### src/rtl/mx_pow2_pkg.sv
// Shared exp2 definitions for the MX softmax datapath: default formats, derived widths,
// and the 2^(j/2^A) mantissa table generator.
package mx_pow2_pkg;

    localparam int LANES_DEF = 4;
    localparam int IN_W      = 8;
    localparam int IN_FI     = 4;
    localparam int OUT_W     = 10;
    localparam int OUT_FO    = 8;
    localparam int LUT_A     = 4;
    localparam int MANT_W    = OUT_FO + 1;
    localparam int SHIFT_W   = IN_W - IN_FI;

    // Mantissa for fractional step j of 2^a steps, rounded to nearest, scaled by 2^fo.
    function automatic int unsigned lut_init_val(input int unsigned j, input int unsigned a,
                                                 input int unsigned fo);
        real v;
        v = (2.0 ** (real'(j) / real'(1 << a))) * real'(1 << fo);
        return $rtoi(v + 0.5);
    endfunction

endpackage

### src/rtl/power2_lut_rom.sv
// One lane's 2^f mantissa table: sync read-first, one write port, contents survive reset.
// Registered read enabled by i_rd_en; a same-edge write to the read address returns the old entry.
module power2_lut_rom
    import mx_pow2_pkg::*;
#(
    parameter int ADDR_W = LUT_A,
    parameter int DATA_W = MANT_W,
    parameter int FO     = OUT_FO
)(
    input  logic              clk,
    input  logic              i_rd_en,
    input  logic [ADDR_W-1:0] i_rd_addr,
    output logic [DATA_W-1:0] o_rd_dat,
    input  logic              i_wr_en,
    input  logic [ADDR_W-1:0] i_wr_addr,
    input  logic [DATA_W-1:0] i_wr_dat
);

    localparam int DEPTH = 1 << ADDR_W;

    function automatic logic [DEPTH-1:0][DATA_W-1:0] init_mem();
        logic [DEPTH-1:0][DATA_W-1:0] m;
        for (int j = 0; j < DEPTH; j++) begin
            m[j] = DATA_W'(lut_init_val(j, ADDR_W, FO));
        end
        return m;
    endfunction

    // Power-up image only; deliberately untouched by reset so runtime rewrites persist.
    logic [DEPTH-1:0][DATA_W-1:0] r_mem = init_mem();
    logic [DATA_W-1:0]            r_rd_dat;

    always_ff @(posedge clk) begin
        if (i_rd_en) begin
            r_rd_dat <= r_mem[i_rd_addr];
        end
        if (i_wr_en) begin
            r_mem[i_wr_addr] <= i_wr_dat;
        end
    end

    assign o_rd_dat = r_rd_dat;

endmodule

### src/rtl/power2_pipe.sv
// Multi-lane exp2 y = 2^x: integer part barrel-shifts a LUT mantissa indexed by the fraction.
// Latency 3 (S0 split, S1 LUT read, S2 shift/saturate); stages stall in place from data_out_0_ready.
module power2_pipe
    import mx_pow2_pkg::*;
#(
    parameter int LANES                  = LANES_DEF,
    parameter int DATA_IN_0_PRECISION_0  = IN_W,
    parameter int DATA_IN_0_PRECISION_1  = IN_FI,
    parameter int DATA_OUT_0_PRECISION_0 = OUT_W,
    parameter int DATA_OUT_0_PRECISION_1 = OUT_FO,
    parameter int LUT_ADDR_WIDTH         = LUT_A
)(
    input  logic                                    clk,
    input  logic                                    rst_n,
    input  logic [LANES*DATA_IN_0_PRECISION_0-1:0]  data_in_0,
    input  logic                                    data_in_0_valid,
    output logic                                    data_in_0_ready,
    output logic [LANES*DATA_OUT_0_PRECISION_0-1:0] data_out_0,
    output logic                                    data_out_0_valid,
    input  logic                                    data_out_0_ready,
    input  logic                                    lut_wr_en,
    input  logic [LUT_ADDR_WIDTH-1:0]               lut_wr_addr,
    input  logic [DATA_OUT_0_PRECISION_1:0]         lut_wr_data
);

    localparam int IW = DATA_IN_0_PRECISION_0;
    localparam int FI = DATA_IN_0_PRECISION_1;
    localparam int OW = DATA_OUT_0_PRECISION_0;
    localparam int FO = DATA_OUT_0_PRECISION_1;
    localparam int A  = LUT_ADDR_WIDTH;
    localparam int MW = FO + 1;
    localparam int SW = IW - FI;

    // Left shifts past OW or spilling above OW saturate; right shifts of MW or more flush to 0.
    function automatic logic [OW-1:0] shift_sat(input logic [MW-1:0] m,
                                                input logic signed [SW-1:0] i);
        logic [MW+OW-1:0] wide;
        int               sh;
        sh   = int'(i);
        wide = {{OW{1'b0}}, m};
        if (sh >= 0) begin
            if (sh >= OW) begin
                return '1;
            end
            wide = wide << sh;
            return (|wide[MW+OW-1:OW]) ? '1 : wide[OW-1:0];
        end
        if (-sh >= MW) begin
            return '0;
        end
        wide = wide >> (-sh);
        return wide[OW-1:0];
    endfunction

    logic                      w_en0, w_en1, w_en2;
    logic [LANES-1:0][SW-1:0]  w_i;
    logic [LANES-1:0][A-1:0]   w_addr;
    logic [LANES-1:0][MW-1:0]  w_m;
    logic [LANES*OW-1:0]       w_y;

    logic                      r_v0, r_v1, r_out_vld;
    logic [LANES-1:0][SW-1:0]  r_i0, r_i1;
    logic [LANES-1:0][A-1:0]   r_addr0;
    logic [LANES*OW-1:0]       r_out_dat;

    assign w_en2 = !r_out_vld | data_out_0_ready;
    assign w_en1 = !r_v1 | w_en2;
    assign w_en0 = !r_v0 | w_en1;

    for (genvar k = 0; k < LANES; k++) begin : g_lane
        assign w_i[k]    = data_in_0[k*IW+FI +: SW];
        assign w_addr[k] = data_in_0[k*IW+FI-A +: A];

        power2_lut_rom #(
            .ADDR_W (A),
            .DATA_W (MW),
            .FO     (FO)
        ) u_lut (
            .clk       (clk),
            .i_rd_en   (w_en1 & r_v0),
            .i_rd_addr (r_addr0[k]),
            .o_rd_dat  (w_m[k]),
            .i_wr_en   (lut_wr_en),
            .i_wr_addr (lut_wr_addr),
            .i_wr_dat  (lut_wr_data)
        );

        assign w_y[k*OW +: OW] = shift_sat(w_m[k], r_i1[k]);
    end

    always_ff @(posedge clk or negedge rst_n) begin
        if (!rst_n) begin
            r_v0      <= 1'b0;
            r_v1      <= 1'b0;
            r_out_vld <= 1'b0;
            r_i0      <= '0;
            r_addr0   <= '0;
            r_i1      <= '0;
            r_out_dat <= '0;
        end else begin
            if (w_en0) begin
                r_v0 <= data_in_0_valid;
                if (data_in_0_valid) begin
                    r_i0    <= w_i;
                    r_addr0 <= w_addr;
                end
            end
            // The LUT read advances with S1, so r_i1 stays paired with the mantissa it selects.
            if (w_en1) begin
                r_v1 <= r_v0;
                if (r_v0) begin
                    r_i1 <= r_i0;
                end
            end
            if (w_en2) begin
                r_out_vld <= r_v1;
                if (r_v1) begin
                    r_out_dat <= w_y;
                end
            end
        end
    end

    assign data_in_0_ready  = w_en0;
    assign data_out_0       = r_out_dat;
    assign data_out_0_valid = r_out_vld;

endmodule

### config.mk
export PLATFORM = sky130hd
export DESIGN_NAME = power2_pipe
export DESIGN_NICKNAME = d
export VERILOG_FILES = /design/src/rtl/mx_pow2_pkg.sv /design/src/rtl/power2_lut_rom.sv /design/src/rtl/power2_pipe.sv
export SDC_FILE = /design/constraint.sdc
export NUM_CORES = 1
export LEC_CHECK = 0
export BUFFER_PORTS_ARGS = -buffer_cell sky130_fd_sc_hd__buf_2
export CORE_MARGIN = 10
export CORE_UTILIZATION = 30
export CTS_CLUSTER_SIZE = 12
export DETAILED_ROUTE_END_ITERATION = 7
export PLACE_DENSITY = 0.56
export SYNTH_ARGS = -nofsm -noshare
export SYNTH_HDL_FRONTEND = slang
export SYNTH_SLANG_ARGS = --single-unit
export TNS_END_PERCENT = 5
### constraint.sdc
create_clock -name clk -period 3.8 [get_ports clk]
set_input_delay 0 -clock clk [delete_from_list [all_inputs] [get_ports clk]]
set_output_delay 0 -clock clk [all_outputs]
set_load 0.05 [all_outputs]
# After elaboration in Yosys (flattened, before gate mapping)
# Index checks and enable logic that the tools add are counted.
classes:
  magnitude_cmp: 18
  multipliers: 0
  n_eq_ne: 0
  shifts: 8
  div: 0
  add_sub_neg: 4
  bitwise_logic: 4
  mux: 70
  reduce_logical: 11
ops:
  columns: ["op", "n"]
  rows:
  - ["bitwise mux 144 bit", 4]
  - ["two-way mux 10 bit", 28]
  - ["two-way mux 19 bit", 8]
  - ["binary-select mux 9 bit (select 4 bit)", 4]
  - [">= comparator 32 x 5 -> 1 bit, second input constant", 4]
  - ["negator 4 -> 32 bit", 4]
  - ["left shift 9 x 32 -> 19 bit", 4]
  - [">> shifter 19 x 32 -> 10 bit", 4]
  - ["two-way mux 9 bit", 5]
  - ["demux 9 bit (select 4 bit)", 1]
  - ["OR reduction 9 bit", 4]
  - ["< comparator 4 x 5 -> 1 bit, second input constant", 5]
  - [">= comparator 4 x 1 -> 1 bit, second input constant", 5]
  - [">= comparator 4 x 5 -> 1 bit, second input constant", 4]
  - ["two-way mux 1 bit", 20]
  - ["AND reduction 2 bit", 3]
  - ["logical NOT 1 bit", 3]
  - ["bitwise OR 1 bit", 3]
  - ["bitwise AND 1 bit", 1]
  - ["logical AND 1 bit", 1]
totals:
  input_bits: 50
  ram_bits: 0
  wordCells: 199
  out_inout_bits: 42
  ff_bits: 703
  mem_bits_ro: 0
  n_memories: 0
  latchBits: 0

# Longest topological paths before layout
logic_depth:
  word_depth: 8
  ltp_mapped: 16
  depth_no_buf: 11

# By module
# From an unflattened synthesis, not the netlist that was laid out.
unflattened:
  hier_cells: 2064
  hier_area_um2: 32195.9
by_module_without_submodules:
  columns: ["module", "area_each_um2", "instances", "seq_area_each_um2", "cells_each"]
  rows:
  - ["power2_lut_rom", 5888.1, 4, 4594.4, 258]
  - ["power2_pipe", 8643.3, 1, 2277.2, 1032]

# Worst setup path before layout
# OpenSTA, ideal clock, no wires.
synth_timing:
  kind: "register -> register"
  startpoint: "register r_i1[12] (netlist name)"
  endpoint: "register r_out_dat[36] (netlist: data_out_0[36])"
  path_slack_ns: 0.185
  setup_time_ns: 0.082
  t_arrival_ns: 3.533
  stages_incl_launch_ff: 15
  path_cell_list: "dfrtp_1 buf_2 buf_2 inv_1 clkbuf_1 ha_1 nand2_1 ha_1 clkbuf_1 nor2_1 o21ai_0 a31o_2 mux2_2 or4_1 a31oi_1"
synth_via:
  elab_chain_len: 8
synth_lines:
  columns: ["element", "line_no", "rtl"]
  rows:
  - ["start, declared", "power2_pipe.sv:62", "logic [LANES-1:0][SW-1:0] r_i0, r_i1;"]
  - ["start signal, assigned", "power2_pipe.sv:112", "r_i1 <= r_i0;"]
  - ["branches (longest 7 deep; another with negator 4 -> 32 bit)", null, null]
  - ["two-way mux 10 bit (*)", "power2_pipe.sv:48", "if (-sh >= MW) begin"]
  - ["end signal, assigned", "power2_pipe.sv:118", "r_out_dat <= w_y;"]
  - ["end, declared", "power2_pipe.sv:64", "logic [LANES*OW-1:0] r_out_dat;"]
# Every way passes the cells marked *. The select of a mux whose other input is x is not followed.
# A chain may end at the register's enable or synchronous reset.

# Worst setup path in the final report
layout_timing:
  startpoint: "register r_i1[5] (netlist name)"
  endpoint: "register r_out_dat[14] (netlist: data_out_0[14])"
# Same word-level chain as after synthesis.

==> summary.txt <==
Critical Path End Type = flop
Pins over their slew limit = 0
Gpl congestion = 0.911
Register bit total from synthesis = 271
Core area = 60700 um^2
Mapped Avg Cell Area = 12.6 um^2
Biggest area consumer among synthesized cells = edfxtp_1
Grt met2 use = 0.250
Final core utilization = 0.354
Grt peak-use layer = met2
Clock insertion delay at the later pin of the skew report = 0.55 ns
Worst clock skew = 0.0180 ns
Synth area leaders = edfxtp_1, mux4_2, dfrtp_1
Met1 Usage GRT = 0.215
Sequential Power Share = 0.318
Layout cell share with drive strength beyond 1 = 0.305
Post-DP HPWL = 39800 um
Clock power frac = 0.249
Die ar. = 71900 um^2
Async S/R FF share, synth = 0.336
WP data required = 4.27 ns
Yosys cell types = 79
Fmax = 303 MHz
Hold Path Stages = 2
Sw frac = 0.406
Antenna violations before repair = 3
EDFF count, synth = 180
NetSw = 5320 uW
First-pass GRT wire length = 88900 um
Tot GR Track Use = 0.161
FF-to-FF setup slack = 0.50 ns
# setup viols final = 0
Top-level I/O count = 92
Multi-input gate area = 10200 um^2
Number of global-route vias before repair = 13842
Final period util = 0.869
Status = finished, final reports clean
PortBufs = 91
Post-DR wirelength/cell = 24.4 um
Fin. Hold Viols = 0
Slowest stage delay, CP = 0.45 ns
Leak Pwr = 0.00746 uW
Largest net degree at the start of global routing = 56
Unrepaired setup endpoints after global routing = no
CP Max Fanout = 13
Fill cells = 5851
GRT overflow = 0
Register area = 7690 um^2
Hold_buf cts = 48
Critical path's slowest cell = nor2_1
Pwr dens = 608 nW/um^2
Most frequent CP cell = ha_1
Worst slew margin = 0.110
TritonRoute pass-1 iters = 5
Maximum vdd ir drop = 0.000227 V
CTS resizes = 0
Crit path arrival time = 3.77 ns
Starting Density = 0.304
Fin nets = 1655
R2R depth = 11
Die height = 268 um
GR Util met3 = 0.0386
Syn-to-layout area delta = 16.5%
Setup CP Type = reg2reg
Crit path launch type = flop
CTS tree = yes
Commonest register cell after synthesis = edfxtp_1
Hold_sp = lut_wr_addr[3]
Synth warn = 0
Share of the synthesized area in the top cell type = 0.293
Min-Delay Endpoint = g_lane[3].u_lut.r_mem[13]
Setup Fix Bufs, Post-CTS = 0
DRT antenna net count = 0
RR Endpoint = data_out_0[14]
Num CTS Buffers = 34
Setup tns final = 0 ns
Row cnt = 90
Max-cap violations = 0
P_int = 7770 uW
Clock buffer depth = 3
Net count after synthesis = 1538
Syn Inst Count = 1460
Clk sinks = 271
DR DRC count = 0
Post-DR vias/cell = 5.92
Seq/Total Area, Yosys = 0.416
Vias = 14128
Cell with the most instances after synthesis = mux4_2
CTS H-tree lvls = 2
Initial DRC count = 1499
Slew of the pin with the lowest slew margin = 1.33 ns
Die width = 268 um
WL final = 58200 um
Worst hold-check path type = in2reg
Worst reg2reg path startpoint = r_i1[5]
Post-route minimum period = 3.30 ns
Clock-pin slew on the worst setup and hold paths = 0.06 ns
Mapped cell area = 18500 um^2
CP cell instances = inv_1, ha_1, nand2_1, ha_1, buf_4, nor2_1, a32oi_1, a211oi_1, mux2i_1, a311o_1, a21oi_1
CTS Root Cell = clkbuf_16
Synth cell count leaders = mux4_2, edfxtp_1, nand2_1
Logic pwr share = 0.434
[flip-flops by register name, summed over array words and instances, names as in the netlist]
register,flops
data_out_0,40
data_out_0_valid,1
g_lane.u_lut.o_rd_dat,36
g_lane.u_lut.r_mem,144
r_addr0,16
r_i0,16
r_i1,16
r_v0,1
r_v1,1
[critical path: cells and delay by family (launching register included)]
family,cells,cell delay [ns]
buffers and inverters,2,0.37
muxes,1,0.18
DFF,1,0.37
adders and majority gates,2,0.51
AOI/OAI and AO/OA,4,1.23
and+or+nand+nor,2,0.57
[stage by stage]
step / hold WS [ns] / area [um^2] / cells / setup slack, ns / power, uW
floorplan: -0.296 / 18500 / 1460 / 0.185 / 8170
global placement: 0.141 / 19900 / 2275 / 0.557 / 9790
detailed placement: 0.164 / 19900 / 2275 / 0.538 / 9790
CTS: 0.0313 / 21500 / 2384 / 0.535 / 13100
global route: 0.0681 / 21500 / 2384 / 0.255 / 13800
finish: 0.0854 / 21500 / 2385 / 0.498 / 13100
[placed cells by master (no fill, tap or decap), drive strengths merged, types with 12 or more instances in the layout]
cell	instances
a211oi	15
a21oi	43
a31oi	31
buf	153
clkbuf	44
clkinv	13
dfrtp	91
dlygate4sd3	48
edfxtp	180
ha	28
inv	28
mux2	63
mux2i	44
mux4	198
nand2	101
nand2b	21
nand3	26
nor2	95
nor3	35
nor4	12
o211ai	13
o21ai	62
o22ai	12
o31ai	15
or3	19
[power by group through the flow]
stage | Combinational (uW) | Sequential, uW | Clock (uW)
after floorplan | 3520 | 4650 | 0
after global placement | 5590 | 4200 | 0
after CTS | 5630 | 4160 | 3340
final | 5670 | 4160 | 3250
after global routing | 6090 | 4230 | 3470
after detailed placement | 5570 | 4220 | 0
[worst max path at each step]
stage	depth (start not counted)	from	end	slack, ns
after floorplan	14	r_i1[12]	data_out_0[36]	0.19
after global placement	12	r_i1[5]	data_out_0[13]	0.56
after detailed placement	11	r_i1[5]	data_out_0[14]	0.54
after CTS	11	r_i1[5]	data_out_0[14]	0.53
after global routing	11	r_i1[5]	data_out_0[14]	0.26
final	11	r_i1[5]	data_out_0[14]	0.50
[layer usage]
metal / share of wire / vias to the layer above
met5: 0.00046 / -
met4: 0.036 / 4
met3: 0.095 / 115
met2: 0.46 / 690
met1: 0.41 / 7096
li1: - / 6223
[kinds of logic after synthesis]
| logic type | share of synthesized area |
|---|---|
| DFF | 0.416 |
| xor gates and xnor gates | 0.00379 |
| and+or+nand+nor | 0.104 |
| AOI/OAI and AO/OA | 0.119 |
| muxes | 0.304 |
| adders and majority gates | 0.0190 |
| buffers and inverters | 0.0333 |
[final cells by class]
type,count,share of cell area
inverter,29,0.00506
sequential,271,0.357
clock inverter,17,0.00872
tap,782,0.0455
clock buffer,44,0.0423
multi-input combinational,1040,0.474
antenna,1,0.000116
timing repair buffer,201,0.0670
No activity file was read; power rests on OpenSTA's default activity.
